==> src/rtl/fetch_ctrl.sv <==
// Instruction-fetch/sequencing controller sitting in front of the program counter.
// It fetches from instruction memory, waits MEM_LAT cycles, captures the instruction,
// resolves JMP/BZ/BNZ/HALT locally and hands every other opcode to the execute stage.
// The opcode field sits in ir[15:12], so INSTR_W must be at least 16.
module fetch_ctrl #(
    parameter int unsigned MEM_LAT = 1,
    parameter int unsigned INSTR_W = 16
) (
    input  logic               clk,
    input  logic               reset,
    input  logic [7:0]         pc_addr,
    input  logic [INSTR_W-1:0] imem_data,
    input  logic               zero_flag,
    input  logic               exec_ready,
    output logic               imem_rd,
    output logic               pc_enable,
    output logic               pc_ld,
    output logic [7:0]         pc_target,
    output logic [INSTR_W-1:0] ir,
    output logic               exec_valid,
    output logic               halted
);

    typedef enum logic [2:0] {
        StFetch,
        StWait,
        StDecode,
        StExec,
        StHalt
    } state_e;

    localparam logic [3:0] OpNop  = 4'h0;
    localparam logic [3:0] OpAlu9 = 4'h9;
    localparam logic [3:0] OpJmp  = 4'hA;
    localparam logic [3:0] OpBz   = 4'hB;
    localparam logic [3:0] OpBnz  = 4'hC;
    localparam logic [3:0] OpHalt = 4'hF;

    localparam logic [2:0] LatCnt = 3'(MEM_LAT);

    state_e               state_q, state_d;
    logic [INSTR_W-1:0]   ir_q, ir_d;
    logic [7:0]           fetch_pc_q, fetch_pc_d;
    logic [2:0]           cnt_q, cnt_d;

    logic [3:0]           op;
    logic [7:0]           operand;
    logic                 taken;

    assign op      = ir_q[15:12];
    assign operand = ir_q[7:0];
    assign ir      = ir_q;

    // Branch condition for the instruction currently held in ir.
    always_comb begin
        taken = 1'b0;
        if (op == OpBz) begin
            taken = zero_flag;
        end else if (op == OpBnz) begin
            taken = ~zero_flag;
        end
    end

    // State, instruction register, fetch address and latency counter.
    always_ff @(posedge clk or negedge reset) begin
        if (!reset) begin
            state_q    <= StFetch;
            ir_q       <= '0;
            fetch_pc_q <= 8'h00;
            cnt_q      <= 3'd0;
        end else begin
            state_q    <= state_d;
            ir_q       <= ir_d;
            fetch_pc_q <= fetch_pc_d;
            cnt_q      <= cnt_d;
        end
    end

    // Next-state and strobes; strobes are forced low while reset is held so that
    // the FETCH reset state does not leak a read strobe.
    always_comb begin
        state_d    = state_q;
        ir_d       = ir_q;
        fetch_pc_d = fetch_pc_q;
        cnt_d      = cnt_q;
        imem_rd    = 1'b0;
        pc_enable  = 1'b0;
        pc_ld      = 1'b0;
        pc_target  = 8'h00;
        exec_valid = 1'b0;
        halted     = 1'b0;

        if (reset) begin
            unique case (state_q)
                StFetch: begin
                    imem_rd    = 1'b1;
                    fetch_pc_d = pc_addr;
                    cnt_d      = 3'd1;
                    state_d    = StWait;
                end
                StWait: begin
                    if (cnt_q >= LatCnt) begin
                        // Capture and PC increment share one edge.
                        ir_d      = imem_data;
                        pc_enable = 1'b1;
                        state_d   = StDecode;
                    end else begin
                        cnt_d = cnt_q + 3'd1;
                    end
                end
                StDecode: begin
                    state_d = StFetch;
                    if (op == OpJmp) begin
                        pc_enable = 1'b1;
                        pc_ld     = 1'b1;
                        pc_target = operand;
                    end else if (taken) begin
                        // Offset is relative to the branch's own address, wraps mod 256.
                        pc_enable = 1'b1;
                        pc_ld     = 1'b1;
                        pc_target = fetch_pc_q + operand;
                    end else if (op == OpHalt) begin
                        state_d = StHalt;
                    end else if (op != OpNop && op <= OpAlu9) begin
                        state_d = StExec;
                    end
                end
                StExec: begin
                    exec_valid = 1'b1;
                    if (exec_ready) begin
                        state_d = StFetch;
                    end
                end
                StHalt: begin
                    halted = 1'b1;
                end
                default: begin
                    state_d = StFetch;
                end
            endcase
        end
    end

endmodule

==> config.mk <==
export PLATFORM = sky130hd
export DESIGN_NAME = fetch_ctrl
export DESIGN_NICKNAME = d
export VERILOG_FILES = /design/src/rtl/fetch_ctrl.sv
export SDC_FILE = /design/constraint.sdc
export NUM_CORES = 1
export LEC_CHECK = 0
export CAP_MARGIN = 0
export CORE_MARGIN = 2
export CORE_UTILIZATION = 50
export CTS_BUF_LIST = sky130_fd_sc_hd__clkbuf_4 sky130_fd_sc_hd__clkbuf_8
export CTS_CLUSTER_SIZE = 14
export DETAILED_ROUTE_END_ITERATION = 10
export DONT_BUFFER_PORTS = 1
export SLEW_MARGIN = 5
export SYNTH_ARGS = -nofsm -noshare
export SYNTH_HDL_FRONTEND = slang
export SYNTH_SLANG_ARGS = --single-unit
==> constraint.sdc <==
create_clock -name clk -period 4.85 [get_ports clk]
set_input_delay 0.485 -clock clk [delete_from_list [all_inputs] [get_ports clk]]
set_output_delay 0.485 -clock clk [all_outputs]
set_load 0.05 [all_outputs]
==> results by group, run 1 <==
Run status
  – Status: completed

Pwr
  – Worst IR Drop VDD: 0.000350 V
  – Total power: 1.56 mW
  – P per Cell Area: 835 mW/mm2
  – Leak: 0.791 nW

GRT
  – Routing usage on met3: 8.29%
  – Most Crowded Layer GR: met2
  – Vias in the first global route: 1361
  – Overflow after GRT: 0
  – GRT Total Usage: 21.0%
  – Met2 global-route usage: 34.3%
  – Initial antenna violation count: 0
  – Met1 Resource Use GR: 24.2%
  – Largest net degree at the start of global routing: 31
  – First-pass GRT wire length: 6350 um

Setup path
  – Critical Setup Path Class: reg2out
  – CP arrival: 2.99 ns
  – Critical-path maximum fanout: 4
  – Critical path launch point type: flop
  – Critical Path RT: 4.37 ns
  – Endpoint class of the critical path: output port

Route
  – DR vias/cell: 5.90
  – ANT nets after route: 0
  – Remaining DRCs: 0
  – Wirelength, routed: 3650 um
  – DR pass1 iterations: 4
  – Routed length per instance: 17.3 um
  – Vias: 1244
  – Starting DRT DRC Count: 20

Yosys
  – Yosys cell types: 39
  – Mapped Cells: 156
  – Seq cells post-synth: 30
  – Post-synthesis sequential area ratio: 43.4%
  – Synth Area per Inst: 11.1 um2
  – Mapped Area: 0.00173 mm2
  – Yosys warns: 0
  – Synth Net Count: 194

STA
  – Setup violations, final: 0
  – Min Hold Slack: 0.278 ns
  – Fin Setup TNS: 0 ns
  – RSZ-0062 raised after global routing: false
  – Least-Margin Pin Slew: 1.04 ns
  – Fin crit share: 71.6%
  – Clock skew: 0.00740 ns
  – Endpoints failing hold: 0
  – F_max: 0.288 GHz
  – Max Transition Viols Final: 0
  – Normalized max-slew margin: 30.9%
  – Fin crit period: 3.47 ns

Placement
  – IO buf count: 0
  – Gp weighted congestion: 0.835
  – Post-Place Cell Area: 0.00178 mm2
  – Post-DP HPWL: 2580 um

Finish
  – Most common cell after layout, fill and taps aside: dfrtp_1
  – Layout cell share with drive strength beyond 1: 26.1%
  – Fin nets: 202
  – Post-route cell area: 0.00187 mm2
  – Diodes inserted: 0
  – Most frequent cells in the layout: dfrtp_1 (30), mux2_2 (25), nor2_1 (13), nand2_1 (12), ha_1 (9)
  – Layout area overhead: 8.39%

CTS
  – Root Buffer: clkbuf_4
  – CTS resizes: 0
  – CTS max path bufs: 2
  – H-tree depth: 2
  – Number of setup buffers added after CTS: 0
  – CTS tree: yes
  – Clock transition at path regs: 0.11 ns
  – CTS sink count: 30
  – Num CTS Buffers: 5
  – Clk_lat worst skew: 0.35 ns

Floorplanning
  – Initial Util: 51.8%
  – Die height: 62.8 um
  – IO Count: 57
  – Die area: 0.00394 mm2
  – Die W: 62.8 um
  – Number of placement rows: 21
  – Core Area: 0.00334 mm2

Hold path
  – Hold Crit Class: in2reg

Job
  – Max Cap Viol: 0
[kinds of logic (layout without fill, tap and decap cells)]
family                     Yosys count  after routing  synth area share [%]
DFF                                 30             30                  43.4
muxes                               29             29                  18.7
adders and majority gates           10             10                  7.67
buffers and inverters                6             15                  1.88
xor gates and xnor gates             4              4                  2.03
and+or+nand+nor                     47             47                  14.0
AOI/OAI and AO/OA                   30             30                  12.4
[routing by layer]
layer | vias up | wire, um
met5 | - | 0
met4 | 0 | 64
met3 | 6 | 250
met2 | 36 | 1870
met1 | 616 | 1460
li1 | 586 | -
[through the flow]
step | setup slack (ns) | util (%) | instances
6_report | 1.38 | 56.2 | 211
4_1_cts | 1.36 | 56.2 | 211
3_5_place_dp | 1.75 | 53.4 | 201
5_1_grt | 1.25 | 56.2 | 211
2_1_floorplan | 1.59 | - | 156
3_3_place_gp | 1.78 | 53.4 | 201
[layout make-up]
cell class | instances | area, um2
clock buffer | 6 | 51.3
multi-input combinational | 120 | 946
timing repair buffer | 4 | 45.0
sequential | 30 | 751
fill | 315 | 1460
clock inverter | 2 | 12.5
inverter | 3 | 11.3
tap | 46 | 57.6
[flip-flops by register name, indices dropped and copies added (netlist names)]
| signal | cells |
|---|---|
| ir | 16 |
| state_q | 3 |
| fetch_pc_q | 8 |
| cnt_q | 3 |
[Yosys cell counts (all sizes together)]
cell type,number,area share [%]
a211oi,2,0.87
a21boi,1,0.65
a21o,3,1.3
a21oi,6,1.7
a22oi,5,2.2
a31oi,2,0.72
and2,1,0.36
and3,5,1.9
buf,3,1.2
dfrtp,30,43
fa,1,1.2
ha,9,6.5
inv,3,0.65
mux2,26,17
mux2i,3,1.7
nand2,14,3.3
nand3,4,1.2
nand4,1,0.36
nand4b,2,1.0
nor2,13,2.8
nor2b,1,0.36
nor3,2,0.58
nor3b,1,0.72
o21a,1,0.43
o21ai,6,1.7
o21bai,1,0.43
o22ai,1,0.36
o311ai,1,1.5
o31ai,1,0.43
or3,2,0.80
or4b,1,0.58
xnor2,2,1.0
xor2,2,1.0
[critical path, stage by stage (launching register included)]
cell	delay, ns
dfrtp_1	0.60
ha_1	0.34
fa_1	0.43
a21o_1	0.19
a21oi_1	0.17
xnor2_1	0.13
a22oi_1	0.08
nor2_1	0.71
[worst paths after layout]
| kind | slack (ns) | endpoint | depth (start not counted) | startpoint |
|---|---|---|---|---|
| max reg2reg | 2.72 | state_q[0] | 6 | cnt_q[1] |
| min reg2reg | 0.52 | fetch_pc_q[6] | 1 | fetch_pc_q[6] |
| max | 1.38 | pc_target[4] | 7 | ir[0] |
| min | 0.28 | ir[2] | 1 | imem_data[2] |
| min in group asynchronous | 0.57 | ir[2] | 2 | reset |
| max in group asynchronous | 4.11 | ir[14] | 2 | reset |
[report_power, final]
group | total [mW] | internal, mW | switching, mW
Clock | 0.167 | 0.0696 | 0.0977
Sequential | 0.738 | 0.364 | 0.373
Combinational | 0.660 | 0.312 | 0.348
Total | 1.56 | 0.746 | 0.819
[timing repair]
item	in CTS	in global routing
setup endpoints to repair	0	0
hold buffers	2	0
endpoints found under the hold margin	30	0
No activity file was read; power rests on OpenSTA's default activity.
==> run 2, diff against run 1 <==
- clock period: 4.85 -> 3.3 ns (I/O delays scaled with it)
==> run 2 against run 1 <==
Effect of this change:
- total power rose by 49%
- via count rose by 4.7%
- count of clock-buffer cells in the layout rose by 1
- register-to-register slack got worse by 1.6 ns
- die area did not move
- hold slack got worse by 0.15 ns
- highest routed layer unchanged
- combinational power rose by 67%
==> results by group, run 2 (same netlist as run 1, synthesis figures left out) <==
CTS
  – Clk_lat worst skew: 0.34 ns (about the same)
  – CTS sink count: 30 (unchanged)
  – Number of setup buffers added after CTS: 0 (unchanged)
  – CTS resizes: 0 (unchanged)
  – Hold_buf cts: 2 (unchanged)
  – CTS max path bufs: 2 (unchanged)
  – H-tree depth: 2 (unchanged)
  – Root Buffer: clkbuf_4
  – Clock transition at path regs: 0.09 ns (-0.02 ns)
  – Num CTS Buffers: 5 (unchanged)
  – CTS tree: yes

Placement
  – Post-Place Cell Area: 0.00187 mm2 (+5.1%)
  – IO buf count: 0 (unchanged)
  – Gp weighted congestion: 0.853 (+2.1%)
  – Post-DP HPWL: 2590 um (+0.54%)
  – Inst Count DP: 213 (+6.0%)

GRT
  – Initial antenna violation count: 0 (unchanged)
  – Largest net degree at the start of global routing: 31 (unchanged)
  – Overflow after GRT: 0 (unchanged)
  – First-pass GRT wire length: 6070 um (-4.4%)
  – GRT Total Usage: 20.3% (-0.64 points)
  – Vias in the first global route: 1303 (-4.3%)

Floorplanning
  – Die height: 62.8 um (unchanged)
  – Initial Util: 51.8% (unchanged)
  – IO Count: 57 (unchanged)
  – Number of placement rows: 21 (unchanged)
  – Core Area: 0.00334 mm2 (unchanged)
  – Die W: 62.8 um (unchanged)
  – Die area: 0.00394 mm2 (unchanged)

Finish
  – Layout area overhead: 13.6%
  – Most frequent cells in the layout: dfrtp_1 (30), mux2_2 (25), buf_4 (14), nor2_1 (13), nand2_1 (12)
  – Most common cell after layout, fill and taps aside: dfrtp_1
  – Post-route cell area: 0.00196 mm2 (+4.8%)
  – Diodes inserted: 0 (unchanged)
  – Final Non-Filler Cells: 223 (+5.7%)
  – Max reg flops: 16 (unchanged)
  – Fin nets: 214 (+5.9%)
  – Post-Route Utilization: 58.9% (+2.7 points)
  – Layout cell share with drive strength beyond 1: 31.1% (+5.0 points)

Setup path
  – Slowest-stage cell, CP: dfrtp_1
  – Endpoint class of the critical path: output port
  – Critical path launch point type: flop
  – Critical Setup Path Class: reg2out
  – CP arrival: 2.89 ns (-0.10 ns)
  – Worst reg2reg startpoint: cnt_q[1]
  – Critical-path maximum fanout: 5 (+1)
  – Crit path cell chain: ha_1 > a21oi_1 > a211oi_1 > or3_2 > a21o_1 > a31oi_1 > buf_4
  – CP Launch Point: ir[2]
  – Critical Path RT: 2.97 ns (-1.40 ns)
  – CP max stage delay: 0.69 ns (-0.02 ns)

Hold path
  – Hold Crit Class: in2reg
  – Hold path startpoint: imem_data[7]

STA
  – Min Hold Slack: 0.132 ns (-0.146 ns)
  – RSZ-0062 raised after global routing: false
  – Fin crit period: 3.22 ns
  – Setup violations, final: 0 (unchanged)
  – F_max: 0.311 GHz
  – Least-Margin Pin Slew: 0.604 ns (-0.433 ns)
  – Endpoints failing hold: 0 (unchanged)
  – Normalized max-slew margin: 59.7% (+29 points)
  – Fin Setup TNS: 0 ns (unchanged)
  – Fin crit share: 97.4%
  – Clock skew: 0.00327 ns (-0.00413 ns)
  – Max Transition Viols Final: 0 (unchanged)

Route
  – Wirelength, routed: 3570 um (-2.0%)
  – ANT nets after route: 0 (unchanged)
  – DR pass1 iterations: 4 (unchanged)
  – Starting DRT DRC Count: 65 (+230%)
  – DR vias/cell: 5.84 (-0.97%)
  – Routed length per instance: 16.0 um (-7.3%)
  – Remaining DRCs: 0 (unchanged)
  – Vias: 1302 (+4.7%)

Pwr
  – P per Cell Area: 1190 mW/mm2 (+43%)
  – Leak: 0.859 nW (+8.6%)
  – Worst IR Drop VDD: 0.000494 V (+41%)

Run status
  – Status: completed

Job
  – Max Cap Viol: 0 (unchanged)
==> run 2: changes by cell type in the layout (fill, tap and decap cells not counted) <==
cell | previous run | this run
clkinvlp_4 | 1 | 0
buf_4 | 2 | 14
clkbuf_4 | 5 | 6
==> run 2: layer usage <==
| metal | track usage [%] | up-vias | wire, um |
|---|---|---|---|
| li1 | - | 614 | - |
| met1 | 24.7 | 634 | 1550 |
| met5 | 0 | - | 0 |
| met4 | 10.3 | 0 | 74 |
| met3 | 7.39 | 8 | 231 |
| met2 | 31.9 | 46 | 1710 |
==> run 2: through the flow <==
stage                     setup WS [ns]  power, mW
after floorplan                   0.191       1.87
final                            0.0849       2.34
after global routing             0.0177       2.52
after CTS                         0.107       2.36
after global placement            0.553       2.06
after detailed placement          0.497       2.10
==> run 2: critical path: cells and delay by family, from the launching register on <==
kind,cells,cell delay [ns]
adder cells (fa/ha/maj),1,0.39
buffers and inverters,1,0.23
AND/OR/NAND/NOR,1,0.47
AO/OA/AOI/OAI,4,0.77
flip-flops,1,0.69
==> run 2: worst paths after layout <==
check                                 to  slack [ns]  cells past startpoint
setup / recovery            pc_target[7]        0.08                      7
hold / removal                     ir[7]        0.13                      1
setup reg to reg              state_q[0]        1.15                      6
hold reg to reg            fetch_pc_q[4]        0.52                      1
max in group asynchronous         ir[11]        2.68                      2
min in group asynchronous  fetch_pc_q[4]        0.45                      2
==> run 2: cell type report <==
class	count	area (um2)
Inverter	3	11.3
Fill cell	309	1370
Sequential cell	30	751
Clock inverter	1	5.00
Tap cell	46	57.6
Clock buffer	7	58.8
Timing Repair Buffer	16	135
Multi-Input combinational cell	120	946
==> run 2: where the power goes <==
part           internal [mW]  leakage (nW)  switching (mW)
Combinational          0.496         0.462           0.609
Clock                  0.111        0.0387           0.129
Sequential             0.537         0.358           0.454
